==> config.mk <==
export PLATFORM = sky130hd
export DESIGN_NAME = shared_buf_arbiter
export DESIGN_NICKNAME = d
export VERILOG_FILES = /design/src/rtl/shared_buf_arbiter_pkg.sv /design/src/rtl/arb_hold_timer.sv /design/src/rtl/shared_buf_arbiter.sv
export SDC_FILE = /design/constraint.sdc
export NUM_CORES = 1
export LEC_CHECK = 0
export BUFFER_PORTS_ARGS = -buffer_cell sky130_fd_sc_hd__clkbuf_2
export CORE_MARGIN = 3
export CORE_UTILIZATION = 45
export CTS_CLUSTER_SIZE = 40
export DETAILED_ROUTE_END_ITERATION = 10
export PLACE_DENSITY = 0.79
export SYNTH_ARGS = -nofsm -noshare
export SYNTH_HDL_FRONTEND = slang
export SYNTH_SLANG_ARGS = --single-unit
==> constraint.sdc <==
create_clock -name clk -period 1.6 [get_ports clk]
set_input_delay 0.08 -clock clk [delete_from_list [all_inputs] [get_ports clk]]
set_output_delay 0.08 -clock clk [all_outputs]
set_load 0.02 [all_outputs]
==> src/rtl/shared_buf_arbiter_pkg.sv <==
// Shared arbiter configuration: buffer sizes, state encodings and owner codes.
// Used by shared_buf_arbiter and its optional hold timer.
package shared_buf_arbiter_pkg;

    localparam int APP_DATA_BUF_DEPTH = 2048;
    localparam int UDP_RX_BUF_DEPTH   = 2048;
    localparam int UDP_TX_BUF_DEPTH   = 2048;

    typedef enum logic [1:0] {
        ST_IDLE      = 2'b00,
        ST_GRANT_IP  = 2'b01,
        ST_GRANT_CPU = 2'b10
    } arb_state_e;

    localparam logic [1:0] OWNER_NONE = 2'b00;
    localparam logic [1:0] OWNER_IP   = 2'b01;
    localparam logic [1:0] OWNER_CPU  = 2'b10;

endpackage

==> src/rtl/arb_hold_timer.sv <==
// Grant hold timer: counts cycles a grant has been held and flags expiry.
// Only compiled in when SHARED_BUF_ARB_TIMEOUT_EN is defined.
`ifdef SHARED_BUF_ARB_TIMEOUT_EN
module arb_hold_timer #(
    parameter int W = 16
) (
    input  logic         clk,
    input  logic         rst_n,
    input  logic         clear,
    input  logic         inc,
    input  logic [W-1:0] limit,
    output logic         expired
);

    logic [W-1:0] cnt_q, cnt_d;
    logic [W:0]   cnt_next;

    always_comb begin
        cnt_d = cnt_q;
        if (clear) begin
            cnt_d = '0;
        end else if (inc && (cnt_q != '1)) begin
            cnt_d = cnt_q + 1'b1;
        end
    end

    always_ff @(posedge clk or negedge rst_n) begin
        if (!rst_n) begin
            cnt_q <= '0;
        end else begin
            cnt_q <= cnt_d;
        end
    end

    // Expire on the cycle whose increment would reach the limit, so a limit
    // of N gives exactly N cycles of grant. >= covers a limit lowered mid-grant.
    assign cnt_next = {1'b0, cnt_q} + {{W{1'b0}}, 1'b1};
    assign expired  = (limit != '0) && (cnt_next >= {1'b0, limit});

endmodule
`endif

==> src/rtl/shared_buf_arbiter.sv <==
// Two-requester (IP / CPU) round-robin arbiter for a shared buffer.
// Optional hold timeout enabled by defining SHARED_BUF_ARB_TIMEOUT_EN.
module shared_buf_arbiter
    import shared_buf_arbiter_pkg::*;
#(
    parameter int TIMEOUT_W = 16,
    parameter bit IP_FIRST  = 1'b1
) (
    input  logic                 clk,
    input  logic                 rst_n,
    input  logic                 enable,
    input  logic                 ip_req,
    input  logic                 ip_rel,
    input  logic                 cpu_req,
    input  logic                 cpu_rel,
    input  logic [TIMEOUT_W-1:0] timeout_cycles,
    output logic                 ip_grant,
    output logic                 cpu_grant,
    output logic [1:0]           owner,
    output logic                 timeout_evt,
    output logic [15:0]          grant_cnt
);

    arb_state_e  state_q, state_d;
    logic        last_cpu_q, last_cpu_d;
    logic [15:0] grant_cnt_q, grant_cnt_d;
    logic        timeout_evt_q, timeout_evt_d;
    logic        expired;

`ifdef SHARED_BUF_ARB_TIMEOUT_EN
    logic hold_clear;
    logic hold_inc;

    // Counter sits at zero while idle, so it is already clear on grant entry.
    assign hold_clear = (state_q == ST_IDLE);
    assign hold_inc   = (state_q != ST_IDLE);

    arb_hold_timer #(
        .W (TIMEOUT_W)
    ) u_hold_timer (
        .clk     (clk),
        .rst_n   (rst_n),
        .clear   (hold_clear),
        .inc     (hold_inc),
        .limit   (timeout_cycles),
        .expired (expired)
    );
`else
    logic unused_timeout;
    assign unused_timeout = ^timeout_cycles;
    assign expired        = 1'b0;
`endif

    always_comb begin
        state_d       = state_q;
        last_cpu_d    = last_cpu_q;
        grant_cnt_d   = grant_cnt_q;
        timeout_evt_d = 1'b0;
        if (!enable) begin
            state_d = ST_IDLE;
        end else begin
            case (state_q)
                ST_IDLE: begin
                    if (ip_req && (!cpu_req || last_cpu_q)) begin
                        state_d     = ST_GRANT_IP;
                        grant_cnt_d = grant_cnt_q + 16'd1;
                    end else if (cpu_req) begin
                        state_d     = ST_GRANT_CPU;
                        grant_cnt_d = grant_cnt_q + 16'd1;
                    end
                end
                // Release takes priority over expiry, so no timeout pulse then.
                ST_GRANT_IP: begin
                    if (ip_rel || expired) begin
                        state_d       = ST_IDLE;
                        last_cpu_d    = 1'b0;
                        timeout_evt_d = !ip_rel;
                    end
                end
                ST_GRANT_CPU: begin
                    if (cpu_rel || expired) begin
                        state_d       = ST_IDLE;
                        last_cpu_d    = 1'b1;
                        timeout_evt_d = !cpu_rel;
                    end
                end
                default: state_d = ST_IDLE;
            endcase
        end
    end

    always_ff @(posedge clk or negedge rst_n) begin
        if (!rst_n) begin
            state_q       <= ST_IDLE;
            last_cpu_q    <= IP_FIRST;
            grant_cnt_q   <= '0;
            timeout_evt_q <= 1'b0;
        end else begin
            state_q       <= state_d;
            last_cpu_q    <= last_cpu_d;
            grant_cnt_q   <= grant_cnt_d;
            timeout_evt_q <= timeout_evt_d;
        end
    end

    assign ip_grant    = enable && (state_q == ST_GRANT_IP);
    assign cpu_grant   = enable && (state_q == ST_GRANT_CPU);
    assign owner       = ip_grant ? OWNER_IP : (cpu_grant ? OWNER_CPU : OWNER_NONE);
    assign timeout_evt = timeout_evt_q;
    assign grant_cnt   = grant_cnt_q;

endmodule
Yosys cells after proc, flatten, opt, wreduce, memory -nomap -nowiden --
Index checks and enable logic that the tools add are counted.
Storage, ports and cells: bits of input ports 23, word-level logic and storage cells 42, output and inout bits 21, bits in registers 20
Operators by class: muxes and demuxes 17, $add $sub $neg 1, reductions and logical operators 13, eq/ne operators 7
Operators with widths (number):
- two-way mux 16 bit | 2
- adder 16 x 1 -> 16 bit (second input constant) | 1
- two-way mux 2 bit | 7
- != test 3 bit (second input constant) | 2
- one-hot mux 2 bit (3 select lines) | 1
- AND reduction 3 bit | 2
- two-way mux 1 bit | 5
- != test 2 bit (second input constant) | 2
- != test 4 bit (second input constant) | 1
- one-hot mux 1 bit (2 select lines) | 2
- AND reduction 4 bit | 1
- nonzero test 2 bit | 2
- logical AND 1 bit | 3
- zero test 1 bit | 3
- == test 2 x 1 -> 1 bit (second input constant) | 1
- == test 2 bit (second input constant) | 1
- zero test 2 bit | 1
- logical OR 1 bit | 1

Logic depth before layout (Yosys ltp) --
depth after elaboration 6, mapped depth 5

Least setup slack after synthesis --
No wires, ideal clock.
kind flip-flop to flip-flop, start point register grant_cnt_q[10] (netlist: grant_cnt[10]), end point register grant_cnt_q[15] (netlist: grant_cnt[15]), path slack 0.161 ns, arrival 1.359 ns, cell stages (with the launch flop) 5, period minus slack after synthesis 1.439 ns, required time 1.521 ns, path through dfrtp_1 nand2_1 or3_1 nor4_2 xor2_1
On the way: cells in the longest elaborated chain, start to end 3
RTL lines:
- from (decl) | RTL line shared_buf_arbiter.sv:26 | logic [15:0] grant_cnt_q, grant_cnt_d;
- from (signal assigned) | RTL line shared_buf_arbiter.sv:101 | grant_cnt_q <= grant_cnt_d;
- adder 16 x 1 -> 16 bit * | RTL line shared_buf_arbiter.sv:66, shared_buf_arbiter.sv:69
- two-way mux 16 bit | RTL line shared_buf_arbiter.sv:67 | end else if (cpu_req) begin
- two-way mux 16 bit * | RTL line shared_buf_arbiter.sv:64 | if (ip_req && (!cpu_req || last_cpu_q)) begin
Mark *: on every way between the ends. The rest lies on a longest branch, timed or not. The select of a mux whose other input is x is not followed. A chain may end at the register's enable or synchronous reset.

Final worst setup path --
start point register state_q[1], end point register grant_cnt_q[1] (netlist: grant_cnt[1])
On the way: cells in the longest elaborated chain, start to end 2
RTL lines:
- from (decl) | RTL line shared_buf_arbiter.sv:24 | arb_state_e state_q, state_d;
- from (signal assigned) | RTL line shared_buf_arbiter.sv:99 | state_q <= state_d;
- zero test 2 bit | RTL line shared_buf_arbiter.sv:62 | case (state_q)
- AND reduction 3 bit (no source line)
No other way between the ends.

==> flow_summary.json <==
{
  "postRouteAntennaNets": 0,
  "utilization_pct": 57.4,
  "setup_violations": 0,
  "syn_nets": 111,
  "dp_hpwl_mm": 1.36,
  "outcome": "finished clean",
  "p_switching_mw": 0.448,
  "die_h_um": 52,
  "grt_pass1_vias": 654,
  "grt_pass1_wl_mm": 2.95,
  "maxCapViolations": 0,
  "use_met3_pct": 2.58,
  "hold_path.class": "in2reg",
  "met2_usage_pct": 22.4,
  "final_cell_area_mm2": 0.00114,
  "dieArea_mm2": 0.00270,
  "final_common_cell": "clkbuf_2",
  "synth_cells": 87,
  "vias": 691,
  "rsz0062_at_grt": "false",
  "gr-usage-met1_pct": 19.9,
  "clk_pin_slew_worst_paths_ns": 0.10,
  "finClkSkew_ns": 0.00354,
  "synth-warning-count": 0,
  "cts_root_buffer": "clkbuf_4",
  "critPathMaxFanout": 6,
  "io_pins": 44,
  "rows": 16,
  "antenna_found_initial": 0,
  "port_buffers": 26,
  "dp.cells": 138,
  "p_seq_share_pct": 53.1,
  "combPwrFrac_pct": 27.9,
  "synth-edff-count": 0,
  "path_class": "reg2reg",
  "async_flop_share_pct": 100,
  "instances_no_fill": 143,
  "core_mm2": 0.00198,
  "grt_max_degree": 20,
  "final_hold_viol_count": 0,
  "worst_ep_arrival_time_ns": 1.69,
  "gp_congestion": 0.728,
  "crit_path_start_kind": "register",
  "min_period_ns": 1.50,
  "rrSetupSlack_ns": 0.10,
  "drive_above_1_share_pct": 32.8,
  "final-seq-area_um2": 477,
  "cts_setup_buffers": 0,
  "clk_path_buf_depth": 2,
  "diodes": 0,
  "nets": 141,
  "syn2layout_area_growth_pct": 19.4,
  "viasPerCell": 4.83,
  "synth_area_um2": 952,
  "grt-ovfl-total": 0,
  "cts-buffers-inserted": 3,
  "dp_slack_ns": 0.115,
  "ys.flop_type": "dfrtp_1",
  "ys_ff_latch": 19,
  "cts_tree": "built",
  "period_share_pct": 93.5,
  "vdd_drop_max_v": 0.000744,
  "wl_per_cell_um": 12.2,
  "fillers": 179,
  "synthTopCellsByArea": "dfrtp_1, xnor2_1, xor2_1",
  "synth_cell_type_count": 29,
  "pwr-share-clk_pct": 19.0,
  "cp.required_ns": 1.80,
  "syn_avg_cell_area_um2": 10.9,
  "p_leak_nw": 0.575,
  "grt-busiest-layer": "met2",
  "final_cell_mix": "clkbuf_2, dfrtp_1, xnor2_1",
  "tns_ns": 0,
  "synth_top_area_share_pct": 47.3,
  "intPower_mw": 0.801,
  "wirelength_mm": 1.74,
  "multiInputGateArea_um2": 438,
  "max_freq_mhz": 668,
  "ys_seq_area_share_pct": 50.1,
  "drc_errors": 0,
  "grt.total_usage_pct": 15.1,
  "cts_max_level": 1,
  "end_kind": "register",
  "start_util_pct": 48.0,
  "power.share.switching_pct": 35.9,
  "finalMaxSlewViolations": 0,
  "yosys.area.top_type": "dfrtp_1",
  "fin_ws_ns": 0.103,
  "powerDensity_mw_per_mm2": 1100,
  "drt_iter0_drc": 5,
  "cts_sinks": 19,
  "clk_latency_ns": 0.30,
  "dr.pass1.iters": 2,
  "postPlaceCellArea_mm2": 0.00110,
  "die_width_um": 52
}
final cells by class:
type	instances	share of cell area (%)
flip-flops and latches	19	41.9
multi-input cells	60	38.5
well taps	27	2.97
clock buffers	4	2.31
inverters	6	1.98
repair buffers	27	12.3
state kept, by name (all words and copies together) (netlist names):
signal	cells
grant_cnt	16
state_q	2
last_cpu_q	1
metrics by stage:
| step | hold WS, ns | power, mW |
|---|---|---|
| detailed placement | 0.0489 | 1.03 |
| floorplan | -0.216 | 0.890 |
| finish | 0.0457 | 1.25 |
| global placement | 0.0486 | 1.01 |
| global route | 0.0469 | 1.34 |
| CTS | 0.0416 | 1.27 |
Yosys cell counts (2+ instances only):
library cell / count
a21oi_1: 2
and3_1: 4
and4_1: 2
buf_4: 2
dfrtp_1: 18
inv_1: 6
nand2_1: 7
nand2b_1: 2
nand3_1: 3
nor2_1: 6
nor3_1: 3
or3_1: 2
xnor2_1: 8
xor2_1: 7
metal layers:
layer  vias to the layer above  part of all wire (%)  routed length, um
li1                        346                     -                  -
met1                       326                    45                787
met2                        14                    48                832
met3                         5                   3.8                 66
met4                         0                   2.9                 51
met5                         -                     0                  0
path summary, 6_finish.rpt:
| path | from | end | depth (start not counted) |
|---|---|---|---|
| max | state_q[1] | grant_cnt[1] | 3 |
| min | ip_rel | state_q[0] | 3 |
| max reg2reg | state_q[1] | grant_cnt[1] | 3 |
| min reg2reg | grant_cnt[15] | grant_cnt[15] | 1 |
| max in group asynchronous | rst_n | last_cpu_q | 2 |
| min in group asynchronous | rst_n | grant_cnt[7] | 2 |
power groups by stage:
| stage | clock [mW] | combinational [mW] | sequential, mW |
|---|---|---|---|
| after floorplan | 0 | 0.146 | 0.745 |
| after global placement | 0 | 0.345 | 0.668 |
| after detailed placement | 0 | 0.353 | 0.674 |
| after CTS | 0.248 | 0.356 | 0.664 |
| after global routing | 0.271 | 0.383 | 0.688 |
| final | 0.238 | 0.349 | 0.663 |
cell families after synthesis:
| logic type | synth area share (%) |
|---|---|
| XOR/XNOR | 13.8 |
| AO/OA/AOI/OAI | 2.50 |
| flip-flops | 50.1 |
| adder cells (fa/ha/maj) | 1.31 |
| buffers and inverters | 3.94 |
| other | 0.394 |
| multiplexers | 2.23 |
| AND/OR/NAND/NOR | 25.8 |
what timing repair did:
item,4_1_cts,5_1_grt
hold buffers,1,0
gates resized for setup,0,0
setup endpoints to repair,0,0
hold endpoints to repair,18,0
critical path, stage by stage (launching register included):
cell,delay (ns)
dfrtp_1,0.45
nand2b_1,0.22
nor3b_2,0.35
mux2_2,0.37
Note: power is estimated with default switching activity, not from simulation.
